--- config.mk ---
export PLATFORM = sky130hd
export DESIGN_NAME = dest_scoreboard
export DESIGN_NICKNAME = d
export VERILOG_FILES = /design/src/rtl/dest_scoreboard_pkg.sv /design/src/rtl/dest_scoreboard_sb_counter.sv /design/src/rtl/dest_scoreboard.sv
export SDC_FILE = /design/constraint.sdc
export NUM_CORES = 1
export LEC_CHECK = 0
export ABC_AREA = 0
export BUFFER_PORTS_ARGS = -buffer_cell sky130_fd_sc_hd__buf_2
export CAP_MARGIN = 15
export CORE_MARGIN = 10
export CORE_UTILIZATION = 56
export CTS_CLUSTER_SIZE = 25
export DETAILED_ROUTE_END_ITERATION = 10
export PLACE_DENSITY = 0.92
export SLEW_MARGIN = 20
export SYNTH_ARGS = -nofsm -noshare
export SYNTH_HDL_FRONTEND = slang
export SYNTH_SLANG_ARGS = --single-unit
export TNS_END_PERCENT = 100
--- constraint.sdc ---
create_clock -name clk -period 3.6 [get_ports clk]
set_input_delay 0.36 -clock clk [delete_from_list [all_inputs] [get_ports clk]]
set_output_delay 0.36 -clock clk [all_outputs]
set_load 0.1 [all_outputs]
--- src/rtl/dest_scoreboard_pkg.sv ---
// ----------------------------------------------------------------------------
// dest_scoreboard_pkg
//   Shared constants for the WISC decode-stage destination scoreboard.
//   NREG      : number of architectural registers
//   REG_W     : register index width, equal to clog2(NREG)
//   CNT_W     : default width of each per-register pending-writer counter
//   LINK_REG  : architectural link register targeted by call instructions
// ----------------------------------------------------------------------------
package dest_scoreboard_pkg;

    localparam int NREG  = 8;
    localparam int REG_W = 3;
    localparam int CNT_W = 2;

    localparam logic [REG_W-1:0] LINK_REG = 3'd7;

    // Largest value a pending counter of the given width can hold.
    function automatic int cnt_limit(input int width);
        return (1 << width) - 1;
    endfunction

endpackage : dest_scoreboard_pkg

--- src/rtl/dest_scoreboard_sb_counter.sv ---
// ----------------------------------------------------------------------------
// sb_counter
//   One pending-writer counter of the destination scoreboard. Counts up on an
//   accepted issue and down on each of two independent retire events
//   (writeback, kill); all three compose in a single cycle.
//
//   clk      in   system clock
//   rst      in   synchronous active-high reset
//   inc_i    in   accepted issue targets this register
//   dec_i    in   [0] writeback, [1] kill targets this register
//   zero_o   out  counter is 0
//   max_o    out  counter is at its largest value
//   uflow_o  out  the decrements this cycle exceed count + inc (counter will
//                 saturate at 0)
// ----------------------------------------------------------------------------
module sb_counter #(
    parameter int CNT_W = dest_scoreboard_pkg::CNT_W
) (
    input  logic       clk,
    input  logic       rst,
    input  logic       inc_i,
    input  logic [1:0] dec_i,
    output logic       zero_o,
    output logic       max_o,
    output logic       uflow_o
);

    localparam int                 EXT_W   = CNT_W + 1;
    localparam logic [CNT_W-1:0]   CNT_MAX = CNT_W'(dest_scoreboard_pkg::cnt_limit(CNT_W));

    logic [CNT_W-1:0] cnt_q, cnt_d;
    logic [EXT_W-1:0] up_sum;
    logic [EXT_W-1:0] dec_sum;

    // One extra bit so count + inc never wraps before the decrements are
    // subtracted.
    always_comb begin
        // NOTE: every always_comb output gets a default first, so no path
        // through the block can leave it unassigned and infer a latch.
        cnt_d   = cnt_q;
        uflow_o = 1'b0;
        up_sum  = EXT_W'(cnt_q) + EXT_W'(inc_i);
        dec_sum = EXT_W'(dec_i[0]) + EXT_W'(dec_i[1]);
        if (up_sum < dec_sum) begin
            uflow_o = 1'b1;
            cnt_d   = '0;
        end else begin
            // The stall gate never lets inc land on a full counter, so the
            // difference always fits back into CNT_W bits.
            cnt_d = CNT_W'(up_sum - dec_sum);
        end
    end

    always_ff @(posedge clk) begin
        // NOTE: sequential state uses non-blocking assignment so every
        // register samples its pre-edge inputs, independent of block order.
        if (rst) begin
            cnt_q <= '0;
        end else begin
            cnt_q <= cnt_d;
        end
    end

    assign zero_o = (cnt_q == '0);
    assign max_o  = (cnt_q == CNT_MAX);

endmodule : sb_counter

--- src/rtl/dest_scoreboard.sv ---
// ----------------------------------------------------------------------------
// dest_scoreboard
//   Decode-stage scoreboard for the pipelined WISC core. Keeps one counter per
//   architectural register of in-flight instructions that will write it and
//   stalls decode on a read of a pending register or on a write that would
//   overflow that register's counter.
//
//   clk          in   system clock
//   rst          in   synchronous active-high reset
//   issue_valid  in   decode presents an instruction
//   issue_wr     in   presented instruction writes issue_rd
//   issue_rd     in   resolved destination index (LINK_REG for links)
//   rs_valid/rs  in   first source read
//   rt_valid/rt  in   second source read
//   wb_valid     in   writeback commits a write to wb_rd
//   kill_valid   in   squashed writer to kill_rd retires without writing
//   stall        out  combinational decode hold
//   busy         out  bit i set while counter i is nonzero
//   err          out  sticky underflow flag, cleared only by rst
// ----------------------------------------------------------------------------
module dest_scoreboard #(
    parameter int NREG  = dest_scoreboard_pkg::NREG,
    parameter int REG_W = dest_scoreboard_pkg::REG_W, // must equal clog2(NREG)
    parameter int CNT_W = dest_scoreboard_pkg::CNT_W
) (
    input  logic             clk,
    input  logic             rst,
    input  logic             issue_valid,
    input  logic             issue_wr,
    input  logic [REG_W-1:0] issue_rd,
    input  logic             rs_valid,
    input  logic [REG_W-1:0] rs,
    input  logic             rt_valid,
    input  logic [REG_W-1:0] rt,
    input  logic             wb_valid,
    input  logic [REG_W-1:0] wb_rd,
    input  logic             kill_valid,
    input  logic [REG_W-1:0] kill_rd,
    output logic             stall,
    output logic [NREG-1:0]  busy,
    output logic             err
);

    import dest_scoreboard_pkg::*;

    logic [NREG-1:0] issue_oh, wb_oh, kill_oh;
    logic [NREG-1:0] cnt_zero, cnt_max, cnt_uflow;
    logic            issue_accept;
    logic            err_q, err_d;

    // Stall looks only at registered counters: a writeback in the same
    // cycle does not release it, release comes one cycle later.
    assign stall = issue_valid & ( (rs_valid & ~cnt_zero[rs])
                                 | (rt_valid & ~cnt_zero[rt])
                                 | (issue_wr &  cnt_max[issue_rd]) );

    assign issue_accept = issue_valid & issue_wr & ~stall;

    always_comb begin
        issue_oh = '0;
        wb_oh    = '0;
        kill_oh  = '0;
        for (int i = 0; i < NREG; i++) begin
            issue_oh[i] = issue_accept && (issue_rd == REG_W'(i));
            wb_oh[i]    = wb_valid     && (wb_rd    == REG_W'(i));
            kill_oh[i]  = kill_valid   && (kill_rd  == REG_W'(i));
        end
    end

    for (genvar g = 0; g < NREG; g++) begin : g_cnt
        sb_counter #(
            .CNT_W (CNT_W)
        ) u_cnt (
            .clk     (clk),
            .rst     (rst),
            .inc_i   (issue_oh[g]),
            .dec_i   ({kill_oh[g], wb_oh[g]}),
            .zero_o  (cnt_zero[g]),
            .max_o   (cnt_max[g]),
            .uflow_o (cnt_uflow[g])
        );
    end

    assign busy = ~cnt_zero;

    assign err_d = err_q | (|cnt_uflow);

    always_ff @(posedge clk) begin
        // NOTE: reset is synchronous and wins over any event in the same
        // cycle, so an underflow coinciding with rst never sets err.
        if (rst) begin
            err_q <= 1'b0;
        end else begin
            err_q <= err_d;
        end
    end

    assign err = err_q;

endmodule : dest_scoreboard

## Yosys cells after proc, flatten, opt, wreduce, memory -nomap -nowiden

Index checks and enable logic that the tools add are counted.

| storage, ports and cells | value |
|---|---|
| register bits after elaboration | 17 |
| word-level logic and storage cells | 144 |

| cells by class | value |
|---|---|
| $add $sub $neg | 24 |
| magnitude comparators | 11 |
| eq/ne operators | 29 |
| muxes and demuxes | 14 |
| bitwise gates (word level) | 13 |
| reduce and logical (&&, ||, !) cells | 44 |

Operators with widths:

| kind | number |
|---|---|
| 3-bit equality test (second input constant) | 12 |
| 2-bit by 1-bit adder with 3-bit output | 8 |
| 1-bit logical AND | 24 |
| 3-bit by 2-bit less-than comparator with 1-bit output | 8 |
| 3-bit by 2-bit equality test with 1-bit output (second input constant) | 6 |
| 1-bit by 1-bit adder with 2-bit output | 8 |
| 2-bit equality test (second input constant) | 8 |
| 2-bit logical NOT | 8 |
| 2-bit OR reduction | 8 |
| 2-bit subtractor | 8 |
| 3-bit by 4-bit less-than comparator with 1-bit output (second input constant) | 3 |
| 1-bit two-way mux | 11 |
| 1-bit binary-select mux with 3-bit select | 3 |
| 3-bit by 1-bit equality test with 1-bit output (second input constant) | 3 |
| 3-bit logical NOT | 3 |
| 8-bit NOT | 1 |
| 8-bit OR reduction | 1 |
| 1-bit AND | 6 |
| 1-bit NOT | 3 |
| 1-bit bitwise OR | 3 |

## Depth between registers and ports, before layout

| logic depth | value |
|---|---|
| depth after elaboration | 16 |
| gate-level depth with buffers | 14 |
| gate-level depth less buffers | 12 |

## Modules after synthesis

Synthesis repeated with hierarchy kept, for this count alone.

| second synthesis, totals | value |
|---|---|
| cells, all modules | 207 |
| area total of the unflattened synthesis | 1,939.4 sq um |

By module, submodules not included:

| module | instances | cells each | area an instance (sq um) |
|---|---|---|---|
| sb_counter | 8 | 17 | 176.4 |
| dest_scoreboard | 1 | 71 | 528.0 |

## Least setup slack after synthesis

OpenSTA, ideal clock, no wires.

| timing path | value |
|---|---|
| kind | register to register |
| start point | register g_cnt[2].u_cnt.cnt_q[1] |
| end point | register err_q, in the netlist err |
| data arrival time | 3.159 ns |
| required time | 3.467 ns |
| setup slack | 0.308 ns |
| stages on the path, launching flop included | 12 |
| path buffers | 0 |
| period minus slack after synthesis | 3.292 ns |
| cell sequence | dfxtp_1 > or2_1 > mux4_2 > nand3b_1 > nand2_1 > nor4_1 > ha_1 > fa_1 > nor3b_1 > nor2_1 > nor4_1 > a31oi_1 |

| between the ends | value |
|---|---|
| longest elaborated chain between the ends | 16 |
| elaborated cells on any way between the ends | 52 |
| those cells by class | 8 x add/sub; 8 x order compare; 1 x eq/ne; 14 x mux; 11 x bitwise; 10 x reduce/logical |

RTL lines:

| item | RTL line | text |
|---|---|---|
| start: declaration | dest_scoreboard_sb_counter.sv:31 | `logic [CNT_W-1:0] cnt_q, cnt_d;` |
| start signal: assignment | dest_scoreboard_sb_counter.sv:60 | `cnt_q <= cnt_d;` |
| 2-bit logical NOT | dest_scoreboard_sb_counter.sv:64 | `assign zero_o = (cnt_q == '0);` |
| 1-bit binary-select mux with 3-bit select, on equally long branches | dest_scoreboard.sv:53, dest_scoreboard.sv:54 |  |
| 1-bit two-way mux, on equally long branches | dest_scoreboard.sv:53, dest_scoreboard.sv:54 |  |
| 1-bit NOT, on equally long branches | dest_scoreboard.sv:53, dest_scoreboard.sv:54 |  |
| 1-bit AND, on equally long branches | dest_scoreboard.sv:53, dest_scoreboard.sv:54 |  |
| 1-bit bitwise OR | dest_scoreboard.sv:54 | `\| (rt_valid & ~cnt_zero[rt])` |
| 1-bit bitwise OR | dest_scoreboard.sv:55 | `\| (issue_wr & cnt_max[issue_rd]) );` |
| 1-bit AND | dest_scoreboard.sv:53 | `assign stall = issue_valid & ( (rs_valid & ~cnt_zero[rs])` |
| 1-bit NOT | dest_scoreboard.sv:57 | `assign issue_accept = issue_valid & issue_wr & ~stall;` |
| 1-bit AND | dest_scoreboard.sv:57 |  |
| 1-bit logical AND | dest_scoreboard.sv:64 | `issue_oh[i] = issue_accept && (issue_rd == REG_W'(i));` |
| 2-bit by 1-bit adder with 3-bit output | dest_scoreboard_sb_counter.sv:42 | `up_sum = EXT_W'(cnt_q) + EXT_W'(inc_i);` |
| 3-bit by 2-bit less-than comparator with 1-bit output | dest_scoreboard_sb_counter.sv:44 | `if (up_sum < dec_sum) begin` |
| 1-bit two-way mux | dest_scoreboard_sb_counter.sv:44 |  |
| 8-bit OR reduction (*) | dest_scoreboard.sv:86 | `assign err_d = err_q \| (\|cnt_uflow);` |
| 1-bit bitwise OR (*) | dest_scoreboard.sv:86 |  |
| end signal: assignment | dest_scoreboard.sv:94 | `err_q <= err_d;` |
| end: declaration | dest_scoreboard.sv:49 | `logic err_q, err_d;` |

Mark *: on every way between the ends. The rest lies on a longest branch, timed or not. The select of a mux whose other input is x is not followed.
A chain may end at the register's enable or synchronous reset.

## Final worst setup path

| timing path | value |
|---|---|
| start point | register g_cnt[3].u_cnt.cnt_q[1] |
| end point | register err_q, in the netlist err |

| between the ends | value |
|---|---|
| longest elaborated chain between the ends | 16 |
| elaborated cells on any way between the ends | 52 |
| those cells by class | 8 x add/sub; 8 x order compare; 1 x eq/ne; 14 x mux; 11 x bitwise; 10 x reduce/logical |

RTL lines:

| item | RTL line |
|---|---|
| start: declaration | dest_scoreboard_sb_counter.sv:31 |
| start signal: assignment | dest_scoreboard_sb_counter.sv:60 |
| 2-bit logical NOT | dest_scoreboard_sb_counter.sv:64 |
| 1-bit binary-select mux with 3-bit select, on equally long branches | dest_scoreboard.sv:53, dest_scoreboard.sv:54 |
| 1-bit two-way mux, on equally long branches | dest_scoreboard.sv:53, dest_scoreboard.sv:54 |
| 1-bit NOT, on equally long branches | dest_scoreboard.sv:53, dest_scoreboard.sv:54 |
| 1-bit AND, on equally long branches | dest_scoreboard.sv:53, dest_scoreboard.sv:54 |
| 1-bit bitwise OR | dest_scoreboard.sv:54 |
| 1-bit bitwise OR | dest_scoreboard.sv:55 |
| 1-bit AND | dest_scoreboard.sv:53 |
| 1-bit NOT | dest_scoreboard.sv:57 |
| 1-bit AND | dest_scoreboard.sv:57 |
| 1-bit logical AND | dest_scoreboard.sv:64 |
| 2-bit by 1-bit adder with 3-bit output | dest_scoreboard_sb_counter.sv:42 |
| 3-bit by 2-bit less-than comparator with 1-bit output | dest_scoreboard_sb_counter.sv:44 |
| 1-bit two-way mux | dest_scoreboard_sb_counter.sv:44 |
| 8-bit OR reduction (*) | dest_scoreboard.sv:86 |
| 1-bit bitwise OR (*) | dest_scoreboard.sv:86 |

Marked as above.

==> flow_summary.json <==
{
  "use_met3_pct": 3.18,
  "hp-class": "in -> reg",
  "dp.cells": 283,
  "grt_pass1_wl_microns": 7580,
  "grtUsageMet2_pct": 21.5,
  "nets": 307,
  "clockBufferDepth": 2,
  "p_per_area_nw_per_um2": 259,
  "wirelength_microns": 4320,
  "grt-ovfl-total": 0,
  "pwr-share-comb_pct": 38.9,
  "dieArea_sq_um": 5860,
  "yosysWarnings": 0,
  "instances_no_fill": 287,
  "fin_area_sq_um": 2000,
  "final_layout_size_suffix_gt1_share_pct": 15.6,
  "clkPwrFrac_pct": 21.3,
  "nFillCells": 272,
  "maxSlewHeadroom_pct": 67.1,
  "worstSetupPathType": "reg -> reg",
  "synth_edf_count": 0,
  "leakagePower_uw": 0.000949,
  "fmax_mhz": 313,
  "cap_violations": 0,
  "crit_fanout": 8,
  "ys_seq_elements": 17,
  "fin_setup_tns_ps": 0,
  "place_congestion": 1.00,
  "numCtsBuffers": 3,
  "finalMaxSlewViolations": 0,
  "wl_per_cell_microns": 15.1,
  "postCtsHoldBufs": 0,
  "place_area_sq_um": 1980,
  "fin_ws_ps": 400,
  "grt.busiest_layer": "met1",
  "ant_nets": 0,
  "synth_top_cell_by_area": "ha_1",
  "cp_data_arrival_time_ps": 3430,
  "dp_hpwl_microns": 3630,
  "cts.clk_slew.worst_paths_ps": 110,
  "yosysTopAreaCellShare_pct": 22.4,
  "async_flop_share_pct": 0,
  "worst_slew_pin_slew_ps": 496,
  "synth_ff_type": "dfxtp_1",
  "initial_utilization_pct": 58.6,
  "ys_top_cells_by_area": "ha_1, dfxtp_1, fa_1",
  "area_delta_synth_final_pct": 12.0,
  "io_buffers": 32,
  "pre_cts_ws_ps": 475,
  "vias_per_cell": 5.67,
  "fin_skew_ps": 1.14,
  "p_int_uw": 298,
  "critPathRequiredTime_ps": 3840,
  "clockRootBuffer": "clkbuf_4",
  "cts_resized": 0,
  "drc": 0,
  "vdd_drop_max_mv": 0.156,
  "yosysUniqueCellTypes": 31,
  "rows": 20,
  "antenna_cells": 0,
  "syn_nets": 275,
  "setup_viol": 0,
  "p_sw_uw": 221,
  "swShare_pct": 42.5,
  "die_y_microns": 76.5,
  "grt_pass1_vias": 1654,
  "synth.avg_cell_area_sq_um": 8.44,
  "io_pins": 33,
  "synth_seq_area_share_pct": 19.0,
  "die_x_microns": 76.5,
  "grt_util_met1_pct": 21.6,
  "antenna_found_initial": 0,
  "outcome": "finished clean",
  "cts_tree": "done",
  "grtUsageTotal_pct": 15.0,
  "core_sq_um": 3050,
  "num_vias": 1626,
  "syn-instance-count": 212,
  "clock-sinks": 17,
  "hold_viol_final": 0,
  "seqPwrFrac_pct": 39.7,
  "drt_iter0_drc": 144,
  "dr.pass1.iters": 4,
  "grt_max_degree": 18,
  "cts_max_level": 1,
  "syn_area_sq_um": 1790,
  "rsz0062_at_grt": "false",
  "clock_latency_ps": 300,
  "cp-start-kind": "flop",
  "end_kind": "flop",
  "post_cts_buffers": 0,
  "period_minus_slack_ps": 3200,
  "period_share_pct": 88.9
}
## layer usage
metal  part of all wire, %  wire length, microns
met4                   1.4                    62
met2                    42                  1800
met3                   7.9                   343
met5                     0                     0
met1                    49                  2120
## sequential cells by signal, summed over array words and instances, names as in the netlist
name,flops
g_cnt.u_cnt.cnt_q,16
err,1
## layout make-up
type,count,area [sq um],area share [%]
multi-input combinational,172,1350,67.6
tap,44,55.1,2.75
inverter,18,67.6,3.37
clock buffer,4,26.3,1.31
timing repair buffer,32,160,8.00
sequential,17,340,17.0
## logic make-up (layout without fill, tap and decap cells)
group                      after synthesis  count (layout)  share of synthesized area, %
DFF                                     17              17                          19.0
xor gates and xnor gates                 8               8                          3.92
and+or+nand+nor                        106             106                          32.2
adders and majority gates               40              40                          31.3
muxes                                    2               2                          2.52
buffers and inverters                   23              54                          5.31
AOI/OAI and AO/OA                       16              16                          5.66
## Yosys cell counts (2+ instances only)
cell type / number
a21oi_1: 4
xor2_1: 8
or2_1: 8
nand2_1: 14
o211ai_1: 2
nand2b_1: 6
mux4_2: 2
clkbuf_1: 3
nor4_1: 9
o21ai_0: 4
nor2_1: 23
nor3_1: 18
fa_1: 8
nor3b_1: 14
inv_1: 18
a31oi_1: 2
ha_1: 32
dfxtp_1: 17
nand3_1: 5
nor2b_1: 2
nor4b_1: 3
## final timing paths
check,start,end,slack (ps),cells past startpoint
worst min-delay path,rst,err,480,2
worst max-delay path,g_cnt[3].u_cnt.cnt_q[1],err,400,10
worst max register to register,g_cnt[3].u_cnt.cnt_q[1],err,400,10
worst min register to register,err,err,570,2
## power groups by stage
| stage | registers, uW | clock network, uW | logic, uW |
|---|---|---|---|
| final | 206 | 111 | 202 |
| after global routing | 207 | 120 | 220 |
| after CTS | 206 | 108 | 201 |
| after detailed placement | 210 | 0 | 200 |
| after global placement | 210 | 0 | 196 |
| after floorplan | 219 | 0 | 144 |
## worst max-delay path, stage by stage, from the launching register on
cell and delay, ps:
dfxtp_1 380, or2_1 260, mux4_2 480, nand3b_1 140, nand2_1 190, nor4_1 430
ha_1 280, fa_1 460, a21oi_1 250, nor3_1 110, a31oi_1 170
## through the flow
| step | util, % | hold WS, ps | power, uW |
|---|---|---|---|
| 2_1_floorplan | - | 696 | 363 |
| 3_3_place_gp | 64.8 | 541 | 406 |
| 3_5_place_dp | 64.8 | 545 | 410 |
| 4_1_cts | 65.6 | 477 | 515 |
| 5_1_grt | 65.6 | 488 | 547 |
| 6_report | 65.6 | 482 | 519 |
## cells in the final DEF (no fill, tap or decap)
cell type / instances
ha_1: 32
buf_2: 32
nor2_1: 23
nor3_1: 18
inv_1: 18
dfxtp_1: 17
nand2_1: 14
nor3b_1: 14
nor4_1: 9
or2_1: 8
xor2_1: 8
fa_1: 8
nand2b_1: 6
nand3_1: 5
o21ai_0: 4
a21oi_1: 4
nor4b_1: 3
clkbuf_4: 3
mux4_2: 2
a31oi_1: 2
o211ai_1: 2
nor2b_1: 2
a22oi_1: 1
nand3b_1: 1
a211oi_1: 1
and2_1: 1
a21bo_1: 1
o31a_1: 1
nor4b_2: 1
nand4_1: 1
clkbuf_1: 1
No activity file was read; power rests on OpenSTA's default activity.
